## src/rtl/return_addr_stack.sv

```systemverilog
// -----------------------------------------------------------------------------
// return_addr_stack
//
// Hardware call/return stack that feeds the program counter's stk0 input.
// A call pushes the return address (PC+1); a return pops, and the PC loads
// stk0 on the same clock edge that the pop takes effect. call and ret both
// high together replace the top entry, which is how a tail call is handled.
//
// Optional build macro:
//   RAS_WRAP_EN - when defined, a push while full overwrites the oldest
//                 entry. sp advances modulo DEPTH, depth_cnt saturates at
//                 DEPTH, and ovf_err is still raised as a warning. When it
//                 is undefined, a push while full is dropped and raises
//                 ovf_err.
//
// Parameters:
//   AW     address width (matches the PC width)
//   DEPTH  number of entries (power of two, 2..64)
//   PTRW   pointer width; the occupancy counter is PTRW+1 bits
//
// Ports:
//   clk        system clock; all state changes on the rising edge
//   rst_n      asynchronous active-low reset
//   call       push request (one cycle per call instruction)
//   ret        pop request (same strobe the PC uses to select stk0)
//   push_addr  return address to push
//   err_clr    synchronous clear of the sticky error flags
//   stk0       current top-of-stack entry, combinational from storage
//   depth_cnt  number of valid entries, 0..DEPTH
//   empty      depth_cnt == 0
//   full       depth_cnt == DEPTH
//   ovf_err    sticky: push attempted while full
//   unf_err    sticky: pop attempted while empty
// -----------------------------------------------------------------------------
module return_addr_stack #(
    parameter int AW    = 12,
    parameter int DEPTH = 8,
    parameter int PTRW  = $clog2(DEPTH)
) (
    input  logic            clk,
    input  logic            rst_n,
    input  logic            call,
    input  logic            ret,
    input  logic [AW-1:0]   push_addr,
    input  logic            err_clr,
    output logic [AW-1:0]   stk0,
    output logic [PTRW:0]   depth_cnt,
    output logic            empty,
    output logic            full,
    output logic            ovf_err,
    output logic            unf_err
);

    localparam logic [PTRW:0]   DEPTH_C = (PTRW + 1)'(DEPTH);
    localparam logic [PTRW:0]   CNT_ONE = (PTRW + 1)'(1);
    localparam logic [PTRW:0]   CNT_ZERO = (PTRW + 1)'(0);
    localparam logic [PTRW-1:0] SP_ONE  = PTRW'(1);
    localparam logic [PTRW-1:0] SP_ZERO = PTRW'(0);

    // Pointer, occupancy and flag state
    logic [PTRW-1:0] sp_r;
    logic [PTRW:0]   depth_r;
    logic            empty_r;
    logic            full_r;
    logic            ovf_r;
    logic            unf_r;

    // Entry 0 is reset so the read path never sees an unwritten slot at
    // the bottom; the remaining entries are plain storage without reset.
    logic [AW-1:0]   mem0_r;
    logic [AW-1:0]   mem_r [1:DEPTH-1];

    // Next-state and write-port signals
    logic [PTRW-1:0] sp_nxt_s;
    logic [PTRW:0]   depth_nxt_s;
    logic            wr_en_s;
    logic [PTRW-1:0] wr_idx_s;
    logic [AW-1:0]   wr_data_s;
    logic            ovf_set_s;
    logic            unf_set_s;
    logic            ovf_nxt_s;
    logic            unf_nxt_s;
    logic [PTRW-1:0] rd_idx_s;

    // Decode {call, ret} into the storage write, pointer move and error sets
    always_comb begin
        sp_nxt_s    = sp_r;
        depth_nxt_s = depth_r;
        wr_en_s     = 1'b0;
        wr_idx_s    = sp_r;
        wr_data_s   = push_addr;
        ovf_set_s   = 1'b0;
        unf_set_s   = 1'b0;
        case ({call, ret})
            2'b10: begin
                if (!full_r) begin
                    wr_en_s     = 1'b1;
                    sp_nxt_s    = sp_r + SP_ONE;
                    depth_nxt_s = depth_r + CNT_ONE;
                end else begin
                    ovf_set_s   = 1'b1;
`ifdef RAS_WRAP_EN
                    // When full, sp already points at the oldest entry, so
                    // writing there drops it; depth_cnt stays at DEPTH.
                    wr_en_s     = 1'b1;
                    sp_nxt_s    = sp_r + SP_ONE;
`endif
                end
            end
            2'b01: begin
                if (!empty_r) begin
                    sp_nxt_s    = sp_r - SP_ONE;
                    depth_nxt_s = depth_r - CNT_ONE;
                end else begin
                    unf_set_s   = 1'b1;
                end
            end
            2'b11: begin
                if (!empty_r) begin
                    // Tail call: overwrite the top entry in place.
                    wr_en_s     = 1'b1;
                    wr_idx_s    = sp_r - SP_ONE;
                end else begin
                    // Nothing to replace: behave as a plain push.
                    wr_en_s     = 1'b1;
                    sp_nxt_s    = sp_r + SP_ONE;
                    depth_nxt_s = depth_r + CNT_ONE;
                end
            end
            default: begin
                wr_en_s     = 1'b0;
            end
        endcase
    end

    // A new error in the same cycle as err_clr takes priority over the clear
    always_comb begin
        ovf_nxt_s = ovf_set_s | (ovf_r & ~err_clr);
        unf_nxt_s = unf_set_s | (unf_r & ~err_clr);
    end

    // Pointer, occupancy, status and sticky error registers
    always_ff @(posedge clk or negedge rst_n) begin
        if (!rst_n) begin
            sp_r    <= SP_ZERO;
            depth_r <= CNT_ZERO;
            empty_r <= 1'b1;
            full_r  <= 1'b0;
            ovf_r   <= 1'b0;
            unf_r   <= 1'b0;
        end else begin
            sp_r    <= sp_nxt_s;
            depth_r <= depth_nxt_s;
            empty_r <= (depth_nxt_s == CNT_ZERO);
            full_r  <= (depth_nxt_s == DEPTH_C);
            ovf_r   <= ovf_nxt_s;
            unf_r   <= unf_nxt_s;
        end
    end

    // Bottom entry, cleared on reset
    always_ff @(posedge clk or negedge rst_n) begin
        if (!rst_n) begin
            mem0_r <= {AW{1'b0}};
        end else if (wr_en_s && (wr_idx_s == SP_ZERO)) begin
            mem0_r <= wr_data_s;
        end
    end

    // Upper entries, no reset; only ever read after being written
    always_ff @(posedge clk) begin
        if (wr_en_s && (wr_idx_s != SP_ZERO)) begin
            mem_r[wr_idx_s] <= wr_data_s;
        end
    end

    // Top-of-stack read; forced to zero when empty so stale data never leaks
    always_comb begin
        rd_idx_s = sp_r - SP_ONE;
        if (empty_r) begin
            stk0 = {AW{1'b0}};
        end else if (rd_idx_s == SP_ZERO) begin
            stk0 = mem0_r;
        end else begin
            stk0 = mem_r[rd_idx_s];
        end
    end

    // Output mapping of the registered status
    always_comb begin
        depth_cnt = depth_r;
        empty     = empty_r;
        full      = full_r;
        ovf_err   = ovf_r;
        unf_err   = unf_r;
    end

endmodule

```

## config.mk

```make
export PLATFORM = sky130hd
export DESIGN_NAME = return_addr_stack
export DESIGN_NICKNAME = d
export VERILOG_FILES = /design/src/rtl/return_addr_stack.sv
export SDC_FILE = /design/constraint.sdc
export NUM_CORES = 1
export LEC_CHECK = 0
export CORE_MARGIN = 4
export CORE_UTILIZATION = 35
export DETAILED_ROUTE_END_ITERATION = 10
export DONT_BUFFER_PORTS = 1
export MAX_ROUTING_LAYER = met4
export PLACE_DENSITY = 0.59
export SETUP_SLACK_MARGIN = 0.15
export SYNTH_ARGS = -nofsm -noshare
export SYNTH_HDL_FRONTEND = slang
export SYNTH_SLANG_ARGS = --single-unit
```

## constraint.sdc

```tcl
create_clock -name clk -period 4.8 [get_ports clk]
set_input_delay 0.96 -clock clk [delete_from_list [all_inputs] [get_ports clk]]
set_output_delay 0.96 -clock clk [all_outputs]
set_load 0.005 [all_outputs]
```

# Word level (Yosys, flattened, before mapping)

Memory sizes are Yosys's and may differ from the RTL's.
Index checks and enable logic that the tools add are counted.

Bitwise gates (word level): 5
Reduce and logical (&&, ||, !) cells: 8
Add/sub/neg operators: 4
Muxes and demuxes: 19
Equal/unequal tests: 6

Operator list:

| operator                                            | count |
|---|---|
| 2-to-1 mux 12 bit                                   | 2 |
| 2-to-1 mux 3 bit                                    | 4 |
| 2-to-1 mux 4 bit                                    | 3 |
| one-hot mux 4 bit (3 select lines)                  | 1 |
| one-hot mux 3 bit (3 select lines)                  | 1 |
| 2-to-1 mux 1 bit                                    | 7 |
| zero test 3 bit                                     | 2 |
| nonzero test 3 bit                                  | 2 |
| adder 4 x 1 -> 4 bit, second input constant         | 1 |
| equality test 2 bit, second input constant          | 2 |
| equality test 4 bit, second input constant          | 1 |
| zero test 4 bit                                     | 1 |
| != test 2 bit, second input constant                | 2 |
| subtractor 4 x 1 -> 4 bit, second input constant    | 1 |
| adder 3 x 1 -> 3 bit, second input constant         | 1 |
| AND reduction 3 bit                                 | 1 |
| subtractor 3 x 1 -> 3 bit, second input constant    | 1 |
| bitwise AND 1 bit                                   | 2 |
| equality test 2 x 1 -> 1 bit, second input constant | 1 |
| logical AND 1 bit                                   | 2 |
| OR 1 bit                                            | 2 |
| one-hot mux 1 bit (2 select lines)                  | 1 |
| inverter 1 bit                                      | 1 |

Flip-flop bits (word level): 23
Bits in writable memories: 84
Output and inout port bits: 20
Logic and storage cells: 50
Memories: 1

Memory list:

| memory | words | width | rd ports | clocked after memory_dff | write ports | RTL line | source |
|---|---|---|---|---|---|---|---|
| mem_r  | 7     | 12    | 1        | 0                        | 1           | 71       | `logic [AW-1:0] mem_r [1:DEPTH-1];` |

# Longest topological paths before layout

Depth after elaboration: 7
Gate-level depth with buffers: 10

# Worst setup path before layout

OpenSTA, ideal clock, no wires.

Kind: register -> output
From: register sp_r[0]
To: output port stk0[10]
Path buffers: 4
Setup slack: 1.618 ns
Arrival time: 2.222 ns
Cell stages (with the launch flop): 10
Cell sequence: dfrtp_1 > buf_6 > buf_2 > inv_1 > ha_1 > buf_2 > buf_1 > mux4_2 > o21ai_0 > nor2_1

Cells in the longest elaborated chain, start to end: 4
Elaborated cells between the ends (all ways): 5

Ends and longest elaborated chain:

| what                                                   | RTL line | source |
|---|---|---|
| start: declaration                                     | 61       | `logic [PTRW-1:0] sp_r;` |
| start signal: assignment                               | 152      | `sp_r <= sp_nxt_s;` |
| subtractor 3 x 1 -> 3 bit (*)                          | 179      | `rd_idx_s = sp_r - SP_ONE;` |
| memory (7 x 12 bit) or zero test 3 bit (tied branches) | n/a      |  |
| 2-to-1 mux 12 bit (*)                                  | 182      | `end else if (rd_idx_s == SP_ZERO) begin` |
| 2-to-1 mux 12 bit (*)                                  | 180      | `if (empty_r) begin` |
| end: declaration                                       | 46       | `output logic [AW-1:0] stk0,` |

Every way passes the cells marked *; elsewhere a longest branch is shown, timed or not.

# Worst setup path after layout

From: register sp_r[0]
To: output port stk0[4]

The elaborated chain is that of the path after synthesis.

==> summary.md <==
| Metric | Value |
|---|---|
| Setup ws final | `1300 ps` |
| Most common cell in the netlist | `edfxtp_1` |
| Final Hold Fails | `0` |
| Row count | `42` |
| Count of cell types in the netlist | `41` |
| Xor and xnor area share after synthesis | `2.05%` |
| Clock power share | `21.6%` |
| Clock slew at reported path FFs | `80 ps` |
| DR vias | `2499` |
| Synth Warn # | `0` |
| # DRC | `0` |
| WP data required | `3840 ps` |
| RSZ-0062 raised after global routing | `no` |
| Maxcap violations | `0` |
| Initial Utilization | `35.5%` |
| Crit path largest cell delay | `410 ps` |
| Syn Nets | `331` |
| Cells on worst reg2reg path | `8` |
| Resized Gates After CTS | `0` |
| Hold WC Path Type | `in -> async` |
| Port Buffers | `0` |
| Mux cell area share after synthesis | `15.5%` |
| ANT nets after route | `0` |
| Die height | `124 microns` |
| Post-Syn Area | `0.00469 sq mm` |
| Largest area contributor in the netlist | `edfxtp_1` |
| Top cells by instance count after synthesis | `edfxtp_1 (84), o21ai_0 (28), nor2_1 (23)` |
| Mean Syn Cell Area | `15.2 sq um` |
| Vias in the first global route | `2634` |
| Async S/R FF share, synth | `21.5%` |
| Total track usage | `13.9%` |
| Initial DRC count | `123` |
| Clk_skew | `5.29 ps` |
| Total Power | `3470 uW` |
| CP endpoint kind | `output pin` |
| Core area | `0.0132 sq mm` |
| Crit path max fanout | `25` |
| Sw Ratio | `36.9%` |
| Final setup vio count | `0` |
| Dpl hpwl | `6090 microns` |
| Area share of the leading cell type in the synthesized netlist | `53.8%` |
| Synth area leaders | `edfxtp_1 (54%), dfrtp_1 (12%), mux4_2 (4.8%), mux2_2 (3.4%), mux2_4 (3.2%)` |
| Via density | `5.05` |
| Mapped Cells | `309` |
| H-tree depth | `3` |
| Post-route cell area | `0.00522 sq mm` |
| Util after Layout | `39.6%` |
| Seq pwr share | `38.9%` |
| Initial antenna violation count | `0` |
| CP dominant cell by count | `buf_4` |
| Top-Level Pins | `37` |
| Share of the yosys chip area belonging to registers | `66.1%` |
| Ratio of cells with drive above 1 in the final layout | `20.4%` |
| TritonCTS clock tree | `yes` |
| Post-placement worst setup slack | `1600 ps` |
| Chip Width | `124 microns` |
| Critical R2R Launch | `sp_r[0]` |
| Root Buffer | `clkbuf_16` |
| Sink Count | `107` |
| TritonRoute pass-1 iters | `4` |
| Clk_lat worst skew | `350 ps` |
| CP cell instances | `buf_4 > inv_1 > ha_1 > buf_4 > mux4_2 > o21ai_0 > nor2_1` |
| Max frequency | `286 MHz` |
| Worst-Margin Slew | `869 ps` |
| Gate power share | `39.5%` |
| Status | `finished, final reports clean` |
| Gpl congestion | `0.759` |
| Final TNS setup | `0 ps` |
| Post-synthesis compound-gate area fraction | `6.91%` |
| DIE AREA | `0.0153 sq mm` |
| Crit path DAT | `2540 ps` |
| Synth Flop Type | `edfxtp_1` |
| Pint | `2190 uW` |
| Setup Crit Path Kind | `reg -> out` |
| Antenna diodes | `0` |
| Worst setup SP type | `flip-flop` |
| Reg2reg setup slack | `1630 ps` |
| Grt ovf | `0` |
| Crit Reg-Reg Endpoint | `mem_r[6][0]` |
| P&R area growth vs syn | `11.4%` |
| Maximum clock insertion buffer count | `2` |
| Slew Viols, Final | `0` |
| First-pass GRT wire length | `15200 microns` |
| Largest net degree at the start of global routing | `26` |
| Placed Area | `0.00491 sq mm` |
| Synth Area in Simple Gates | `5.50%` |
| Main combinational cell family by area after synthesis | `multiplexers` |
| Max VDD drop | `0.000224 V` |
| Synth Area in Adders | `1.33%` |
| Fin crit period | `3500 ps` |
| CTS Hold Bufs | `0` |
| Slew margin rel. | `41.8%` |
| Crit share post-route | `72.9%` |
| Fin nets | `336` |
| CP max stage cell | `buf_4` |
| Total setup buffers inserted after CTS | `0` |
| Leakage power | `0.00185 uW` |
| CTS Buf Count | `9` |
| Synth Register Bits | `107` |
| WL/cell | `19.7 microns` |
| Post-synth EDFFs | `84` |
| Routed wire length | `9730 microns` |
| PD cells | `664 mW/mm^2` |
| P_sw | `1280 uW` |
-- cells by family after synthesis --
family                     after synthesis
DFF                                    107
AOI/OAI and AO/OA                       58
and+or+nand+nor                         52
muxes                                   50
buffers and inverters                   26
xor gates and xnor gates                11
adders and majority gates                5
-- power groups by stage --
stage | registers, uW | clock network [uW] | logic (uW)
floorplan | 1310 | 0 | 1070
global placement | 1370 | 0 | 1370
detailed placement | 1370 | 0 | 1390
CTS | 1350 | 763 | 1400
global route | 1380 | 804 | 1520
finish | 1350 | 748 | 1370
-- through the flow --
stage	hold WS, ps	cells
after global routing	278	495
after floorplan	480	309
after CTS	292	495
final	303	495
after detailed placement	495	479
after global placement	489	479
-- cell type report --
type	instances	area (sq um)
fill	1215	7970
sequential	107	3100
multi-input combinational	176	1470
clock buffer	9	225
tap	176	220
timing repair buffer	12	90.1
clock inverter	7	86.3
inverter	8	30.0
-- flip-flops by register name (all words and copies together) (netlist names) --
| name | flops |
|---|---|
| mem0_r | 12 |
| depth_cnt | 4 |
| unf_err | 1 |
| sp_r | 3 |
| empty | 1 |
| full | 1 |
| mem_r | 84 |
| ovf_err | 1 |
-- worst max-delay path: cells and delay by family (launching register included) --
| family | cells | cell delay [ps] |
|---|---|---|
| buffers and inverters | 3 | 790 |
| AND/OR/NAND/NOR | 1 | 100 |
| multiplexers | 1 | 360 |
| flip-flops | 1 | 350 |
| AO/OA/AOI/OAI | 1 | 240 |
| adder cells (fa/ha/maj) | 1 | 350 |
-- layout by cell type, fill, tap and decap left out, types with 3 or more instances in the layout --
| cell type | n |
|---|---|
| o21ai_0 | 28 |
| xor2_1 | 5 |
| ha_1 | 5 |
| nor2_1 | 23 |
| buf_4 | 12 |
| xnor2_1 | 6 |
| nand2_1 | 7 |
| nand2b_1 | 6 |
| o22ai_1 | 4 |
| mux2_2 | 14 |
| mux2i_1 | 14 |
| edfxtp_1 | 84 |
| a21oi_1 | 16 |
| dfrtp_1 | 22 |
| clkbuf_16 | 9 |
| mux2_4 | 10 |
| inv_1 | 8 |
| nand3_1 | 3 |
| mux4_2 | 10 |
-- metal layers --
layer	vias to the layer above	track usage, %	routed length [microns]
met2	52	21.7	4650
met4	0	3.11	82
met5	-	-	0
met1	1264	18.5	4430
met3	10	3.63	570
li1	1173	-	-
-- worst max-delay path by stage --
stage,slack (ps),startpoint,cells after the start,end
floorplan,1620,sp_r[0],9,stk0[10]
global placement,1680,sp_r[0],7,stk0[4]
detailed placement,1600,sp_r[0],8,mem_r[4][1]
CTS,1260,sp_r[0],7,stk0[4]
global route,1130,sp_r[0],7,stk0[4]
finish,1300,sp_r[0],7,stk0[4]
(Power assumes the default switching activity.)
